## config.mk

```make
export PLATFORM = sky130hd
export DESIGN_NAME = mem_arbiter
export DESIGN_NICKNAME = d
export VERILOG_FILES = /design/src/rtl/mem_arbiter_pkg.sv /design/src/rtl/mem_arbiter.sv
export SDC_FILE = /design/constraint.sdc
export NUM_CORES = 1
export LEC_CHECK = 0
export BUFFER_PORTS_ARGS = -buffer_cell sky130_fd_sc_hd__buf_4
export CAP_MARGIN = 30
export CELL_PAD_IN_SITES_DETAIL_PLACEMENT = 0
export CELL_PAD_IN_SITES_GLOBAL_PLACEMENT = 2
export CORE_ASPECT_RATIO = 1.1
export CORE_MARGIN = 2
export CORE_UTILIZATION = 33
export DETAILED_ROUTE_END_ITERATION = 12
export GPL_ROUTABILITY_DRIVEN = 0
export PLACE_DENSITY = 0.85
export SETUP_SLACK_MARGIN = 0.5
export SYNTH_ARGS = -nofsm -noshare
export SYNTH_HDL_FRONTEND = slang
export SYNTH_SLANG_ARGS = --single-unit
```

## constraint.sdc

```tcl
create_clock -name clk -period 4.3 [get_ports clk]
set_clock_uncertainty 0.1 [all_clocks]
set_input_delay 0.215 -clock clk [delete_from_list [all_inputs] [get_ports clk]]
set_output_delay 0.215 -clock clk [all_outputs]
set_load 0.1 [all_outputs]
```

## src/rtl/mem_arbiter_pkg.sv

```systemverilog
// rtl/mem_arbiter_pkg.sv - shared encodings and helpers for the RAM port arbiter
package mem_arbiter_pkg;

    typedef enum logic [1:0] {
        ST_IDLE  = 2'd0,
        ST_IF_RD = 2'd1,
        ST_LS_RD = 2'd2,
        ST_LS_WR = 2'd3
    } state_e;

    localparam logic [1:0] SIZE_B = 2'd0;
    localparam logic [1:0] SIZE_H = 2'd1;
    localparam logic [1:0] SIZE_W = 2'd2;

    localparam logic [31:0] IO_BASE_DEF = 32'h0003_0000;

    // Byte count of a load/store; size code 3 behaves like a word.
    function automatic logic [2:0] size_bytes(input logic [1:0] size);
        case (size)
            SIZE_B:  return 3'd1;
            SIZE_H:  return 3'd2;
            default: return 3'd4;
        endcase
    endfunction

endpackage

```

## src/rtl/mem_arbiter.sv

```systemverilog
// rtl/mem_arbiter.sv - round-robin byte-serialising arbiter for the shared RAM port
module mem_arbiter
    import mem_arbiter_pkg::*;
#(
    parameter int                ADDR_W   = 32,
    parameter logic [ADDR_W-1:0] IO_BASE  = ADDR_W'(IO_BASE_DEF),
    parameter int                IF_BYTES = 4
) (
    input  logic              clk,
    input  logic              rst,
    input  logic              rdy,
    input  logic              flush,
    input  logic              if_req,
    input  logic [ADDR_W-1:0] if_addr,
    output logic              if_done,
    output logic [31:0]       if_data,
    input  logic              ls_req,
    input  logic              ls_wr,
    input  logic [1:0]        ls_size,
    input  logic [ADDR_W-1:0] ls_addr,
    input  logic [31:0]       ls_wdata,
    output logic              ls_done,
    output logic [31:0]       ls_rdata,
    input  logic [7:0]        mem_din,
    output logic [7:0]        mem_dout,
    output logic [ADDR_W-1:0] mem_a,
    output logic              mem_wr,
    input  logic              io_buffer_full
);

    state_e            state, state_n;
    logic [2:0]        cnt;
    logic [ADDR_W-1:0] base_q;
    logic [1:0]        size_q;
    logic [31:0]       wdata_q;
    logic [31:0]       asm_q, asm_n;
    logic              prio_ls;
    logic              wr_q;

    logic              grant_if, grant_ls, step, finish, abort, io_stall;
    logic              is_rd, last, io_full_hit;
    logic [2:0]        n_bytes;
    logic [1:0]        byte_sel;
    logic [ADDR_W-1:0] addr_n;

    // Write strobe drops while frozen so the held byte is re-issued once rdy returns.
    assign mem_wr = wr_q & rdy;

    // Next-state and per-edge control decisions; nothing advances while rdy is low.
    always_comb begin
        state_n  = state;
        grant_if = 1'b0;
        grant_ls = 1'b0;
        step     = 1'b0;
        finish   = 1'b0;
        abort    = 1'b0;
        io_stall = 1'b0;

        is_rd       = (state == ST_IF_RD) || (state == ST_LS_RD);
        n_bytes     = (state == ST_IF_RD) ? 3'(IF_BYTES) : size_bytes(size_q);
        last        = (cnt == n_bytes);
        io_full_hit = (base_q >= IO_BASE) && io_buffer_full;
        byte_sel    = 2'(cnt - 3'd1);
        addr_n      = base_q + ADDR_W'(cnt) + (is_rd ? ADDR_W'(1) : ADDR_W'(0));

        asm_n = asm_q;
        if (cnt != 3'd0) begin
            asm_n[{byte_sel, 3'b000} +: 8] = mem_din;
        end

        if (rdy) begin
            case (state)
                ST_IDLE: begin
                    if (!flush) begin
                        if (if_req && ls_req) begin
                            grant_ls = prio_ls;
                            grant_if = !prio_ls;
                        end else begin
                            grant_if = if_req;
                            grant_ls = ls_req;
                        end
                    end
                    if (grant_if) begin
                        state_n = ST_IF_RD;
                    end else if (grant_ls) begin
                        state_n = ls_wr ? ST_LS_WR : ST_LS_RD;
                    end
                end
                ST_IF_RD, ST_LS_RD: begin
                    if (flush) begin
                        abort   = 1'b1;
                        state_n = ST_IDLE;
                    end else if (last) begin
                        finish  = 1'b1;
                        state_n = ST_IDLE;
                    end else begin
                        step = 1'b1;
                    end
                end
                default: begin
                    if (last) begin
                        finish  = 1'b1;
                        state_n = ST_IDLE;
                    end else if (io_full_hit) begin
                        io_stall = 1'b1;
                    end else begin
                        step = 1'b1;
                    end
                end
            endcase
        end
    end

    // State register.
    always_ff @(posedge clk or negedge rst) begin
        if (!rst) begin
            state <= ST_IDLE;
        end else begin
            state <= state_n;
        end
    end

    // Byte counter, RAM port drive, word assembly and done pulses.
    always_ff @(posedge clk or negedge rst) begin
        if (!rst) begin
            cnt      <= 3'd0;
            base_q   <= '0;
            size_q   <= SIZE_B;
            wdata_q  <= '0;
            asm_q    <= '0;
            prio_ls  <= 1'b1;
            wr_q     <= 1'b0;
            mem_a    <= '0;
            mem_dout <= '0;
            if_done  <= 1'b0;
            if_data  <= '0;
            ls_done  <= 1'b0;
            ls_rdata <= '0;
        end else begin
            if_done <= 1'b0;
            ls_done <= 1'b0;
            if (grant_if || grant_ls) begin
                base_q  <= grant_if ? if_addr : ls_addr;
                mem_a   <= grant_if ? if_addr : ls_addr;
                size_q  <= (grant_ls && ls_size != 2'd3) ? ls_size : SIZE_W;
                wdata_q <= ls_wdata;
                cnt     <= 3'd0;
                asm_q   <= '0;
                wr_q    <= 1'b0;
                // Contended grant: the loser wins the next tie.
                if (if_req && ls_req) begin
                    prio_ls <= grant_if;
                end
            end
            if (step) begin
                cnt   <= cnt + 3'd1;
                mem_a <= addr_n;
                if (is_rd) begin
                    asm_q <= asm_n;
                end else begin
                    mem_dout <= wdata_q[{cnt[1:0], 3'b000} +: 8];
                    wr_q     <= 1'b1;
                end
            end
            if (finish) begin
                cnt   <= 3'd0;
                mem_a <= '0;
                wr_q  <= 1'b0;
                case (state)
                    ST_IF_RD: begin
                        if_done <= 1'b1;
                        if_data <= asm_n;
                    end
                    ST_LS_RD: begin
                        ls_done  <= 1'b1;
                        ls_rdata <= asm_n;
                    end
                    default: ls_done <= 1'b1;
                endcase
            end
            if (abort) begin
                cnt   <= 3'd0;
                mem_a <= '0;
                wr_q  <= 1'b0;
            end
            if (io_stall) begin
                wr_q <= 1'b0;
            end
        end
    end

endmodule

```

# Word level (Yosys, flattened, before mapping)
# Cells that the tools add are included.
# word_totals
reg_bits,211
in_bits,114
word_cells,111
# classes
add_sub_neg,5
n_lt_le_gt_ge,1
eq_ne,6
shift,3
mux,63
bitwise,2
n_reduce_logical,17
# ops
operator,count
$mux 32,9
$mux 1,39
$add 32x1->32,1
$add 32x3->32,1
$bwmux 32,1
$ge 32x18->1 const B,1
$shift 8x7->32 const A,1
$shiftx 32x6->8,1
$shiftx 8x7->32,1
$mux 3,5
$mux 2,5
$reduce_and 2->1,5
$neg 5->7,1
$pmux 3 s2,1
$eq 2x1->1 const B,2
$logic_not 2->1,2
$pmux 1 s2,2
$pmux 2 s2,1
$reduce_bool 4->1,1
$add 3x1->3 const B,1
$eq 3x3->1,1
$logic_and 1x1->1,3
$ne 3x3->1 const B,1
$reduce_bool 3->1,1
other kinds (9),10

# Longest topological paths before layout
# depth
ltp_word,14
ltp_mapped,13
depth_no_buf,11

# Worst setup path after synthesis
# No wires, ideal clock.
# synth_timing
path_type,reg-to-reg
startpoint,register state[0]
endpoint,register mem_a[31]
setup_ns,0.087
arrival_ns,3.196
required_time_ns,4.113
slack_ns,0.917
path_stages_with_launch,11
period_less_slack_ns,3.383
cell_sequence,dfrtp_1 > inv_1 > ha_1 > buf_1 > clkinv_1 > fa_1 > nand2b_1 > a21o_1 > or4_1 > o41a_1 > a211oi_2
# synth_between
elab_chain_len,10
elab_cells_between_ends,31
# synth_lines
element,line,source
start: declaration,mem_arbiter.sv:31,"state_e state, state_n;"
start signal: assignment,mem_arbiter.sv:119,state <= state_n;
branches (longest 10 deep; another with $add 32x1->32),-,
end signal: assignment,mem_arbiter.sv:144,mem_a <= grant_if ? if_addr : ls_addr;
end signal: assignment,mem_arbiter.sv:157,mem_a <= addr_n;
end: declaration,mem_arbiter.sv:26,"output logic [ADDR_W-1:0] mem_a,"
# Parallel ways; which one is timed is not known. The select of a mux whose other input is x is not followed.
# A chain may end at the register's enable or synchronous reset.

# Worst setup path in the final report
# Same ends and word-level chain as after synthesis.

==> results.yml <==
place:
  io_buffer_count: 220
  place_worst_setup_slack_ps: 739
  post-dp-hpwl_um: 21300
  total_placed_instance_area_um2: 12400
layout:
  fin_util: 0.454
  fin_nets: 1525
  synthToLayoutAreaGrowth_pct: 36.4
  drive_above_1_share: 0.223
  design_area_um2: 14200
synthesis:
  synthMostInstantiatedCell: "sky130_fd_sc_hd__nand2_1"
  yosys_register_bits: 211
  seq_area_frac_synth: 0.508
  synth_edf_count: 0
  synth_top_cell_by_area: "sky130_fd_sc_hd__dfrtp_1"
  synth_nets: 1249
  netlist_instances: 1121
  synth_area_um2: 10400
  yosys.area.top_type_share: 0.505
  synth_unique_cells: 65
  post_synthesis_area_per_instance_um2: 9.28
  postSynth.topFlopCell: "sky130_fd_sc_hd__dfrtp_1"
  async_flop_share: 1.00
  yosys_warnings: 0
  netlist_top_cells_area: "sky130_fd_sc_hd__dfrtp_1, sky130_fd_sc_hd__nand2_1, sky130_fd_sc_hd__o21ai_0"
  synth_common_cells: "sky130_fd_sc_hd__nand2_1, sky130_fd_sc_hd__dfrtp_1, sky130_fd_sc_hd__o21ai_0"
timing:
  fmax_ghz: 0.292
  final.setup.worst_slack_ps: 876
  finalCriticalPeriod_ps: 3420
  timing.final.setup_violations: 0
  final.setup.tns_ps: 0
  hold_viol_final: 0
  whs_ps: 8.38
  slew_headroom: 0.474
  final_min_period_over_clock_period: 0.796
  timing_worst_slew_pin_value_ps: 783
  slew_viol_final: 0
  rsz0062_at_grt: "false"
grt:
  grt_start_max_net_pins: 91
  antenna_found_initial: 1
  grt_pass1_wl_um: 50800
  gr_peak_layer: "met2"
  track_usage: 0.190
  global_route.overflow_total: 0
  global_route.usage.met3: 0.0302
  grt_pass1_vias: 9260
  met2_resource_use_gr: 0.324
  grt_use_met1: 0.255
clock_tree:
  htree_num_levels: 1
  worst_path_clk_slew_ps: 60
  clock_tree_from_tritoncts: "yes"
  clock_latency_ps: 530
  cts_made_buffers: 23
  post_cts_resized: 0
  root_buffer: "sky130_fd_sc_hd__clkbuf_16"
  cts.sinks: 211
  clock_path_buffers: 3
routing:
  detail_route.vias_per_cell: 5.08
  detailedRoute.firstPassIterationCount: 5
  wire_per_inst_um: 17.1
  postRouteAntennaNets: 0
  number_of_drc_markers_in_iteration_0: 461
  detail_route.drc_violations: 0
  drt-total-wl_um: 31500
  num_vias: 9321
run_status:
  outcome: "finished clean"
floorplanning:
  floorplan.initialDensity: 0.333
  row_count: 68
  die_w_um: 173
  die_area_um2: 32900
  core-area_um2: 31200
  i_o_pin_count: 221
  fp.dieH_um: 190
worst_setup_path:
  worst-setup-path-type: "reg -> reg"
  cp-start-kind: "flip-flop"
  crit-reg2reg-launch: "state[0]"
  worst_endpoint_required_time_ps: 4630
  arrival_time_of_the_worst_setup_path_ps: 3750
  endpoint_kind: "flip-flop"
  worst-path-max-fanout: 13
  worstSetupStartpoint: "state[0]"
run:
  max-cap-violations: 0
power_and_ir_drop:
  p_leak_nw: 6.35
  ir_worst_vdd_mv: 0.423
  p_per_area_nw_per_um2: 662
min_path:
  hold_start: "if_addr[30]"
  worstHoldPathType: "in -> reg"
## timing repair
action                                  in CTS  in global routing
buffers inserted                             0                  3
endpoints found under the setup margin       0                  2
endpoints found under the hold margin      167                  0
hold buffers                                94                  0
## report_power, final
group          leakage (nW)  internal, mW  switching, mW
Clock                 0.392          1.23          0.847
Sequential             2.73          2.52          0.515
Combinational          3.23          1.39           2.89
Total                  6.35          5.13           4.25
## state kept, by name, indices dropped and copies added, names as in the netlist
| name | count |
|---|---|
| size_q | 2 |
| asm_q | 32 |
| if_data | 32 |
| state | 2 |
| ls_rdata | 32 |
| mem_a | 32 |
| mem_dout | 8 |
| ls_done | 1 |
| wdata_q | 32 |
| prio_ls | 1 |
| cnt | 3 |
| if_done | 1 |
| base_q | 32 |
| wr_q | 1 |
## metal layers
layer / up-vias / wire, um
met4: 0 / 531
met1: 4507 / 14000
met3: 41 / 1510
met5: - / 0
met2: 221 / 15400
li1: 4552 / -
## cell type report
| type | count | area, um2 |
|---|---|---|
| multi-input cells | 806 | 4720 |
| fillers | 3054 | 17000 |
| clock inverters | 13 | 161 |
| flip-flops and latches | 211 | 5280 |
| repair buffers | 337 | 2800 |
| clock buffers | 29 | 628 |
| inverters | 18 | 67.6 |
| well taps | 420 | 526 |
| diodes | 1 | 2.50 |
## layout by cell type (no fill, tap or decap), drive strengths merged, types with 9 or more instances in the layout
cell type / netlist / routed
dlygate4sd3: 0 / 94
xnor2: 25 / 25
buf: 30 / 243
nand3: 62 / 62
clkbuf: 56 / 29
nor3: 27 / 27
o211ai: 17 / 17
clkinv: 1 / 9
nand4: 20 / 20
nor2: 58 / 58
dfrtp: 210 / 210
mux2i: 25 / 25
ha: 12 / 12
a211oi: 24 / 24
inv: 17 / 18
a31oi: 44 / 44
a21oi: 53 / 53
a22oi: 9 / 9
o21ai: 104 / 104
nor4: 15 / 15
nand2: 224 / 224
## cells by family (layout without fill, tap and decap cells)
family / count (synthesis) / in the layout / share of synthesized area
xor gates and xnor gates: 28 / 28 / 0.0236
adders and majority gates: 14 / 14 / 0.0183
DFF: 211 / 211 / 0.508
AOI/OAI and AO/OA: 287 / 287 / 0.170
other: 0 / 1 / 0
and+or+nand+nor: 436 / 436 / 0.189
buffers and inverters: 104 / 397 / 0.0416
muxes: 41 / 41 / 0.0501
## worst max-delay path, cell delays in order (launching register included)
cell	delay, ps
sky130_fd_sc_hd__dfrtp_1	390
sky130_fd_sc_hd__inv_1	80
sky130_fd_sc_hd__ha_1	300
sky130_fd_sc_hd__clkinv_1	260
sky130_fd_sc_hd__fa_1	470
sky130_fd_sc_hd__nand2b_1	190
sky130_fd_sc_hd__a21o_1	340
sky130_fd_sc_hd__or4_1	600
sky130_fd_sc_hd__o41a_1	340
sky130_fd_sc_hd__a211oi_2	240
## metrics by stage
step           instances  total power [mW]
2_1_floorplan       1121              6.07
3_3_place_gp        1695              7.10
3_5_place_dp        1695              7.14
4_1_cts             1831              9.46
5_1_grt             1835              9.94
6_report            1835              9.38
## worst paths after layout
| path | end | slack (ps) | cells past startpoint |
|---|---|---|---|
| min in group asynchronous | base_q[13] | 240 | 2 |
| hold reg to reg | wdata_q[29] | 370 | 2 |
| hold / removal | base_q[30] | 8 | 3 |
| setup / recovery | mem_a[31] | 880 | 9 |
| max in group asynchronous | if_data[21] | 2810 | 3 |
| setup reg to reg | mem_a[31] | 880 | 9 |
Power figures use the tool's default switching activity.
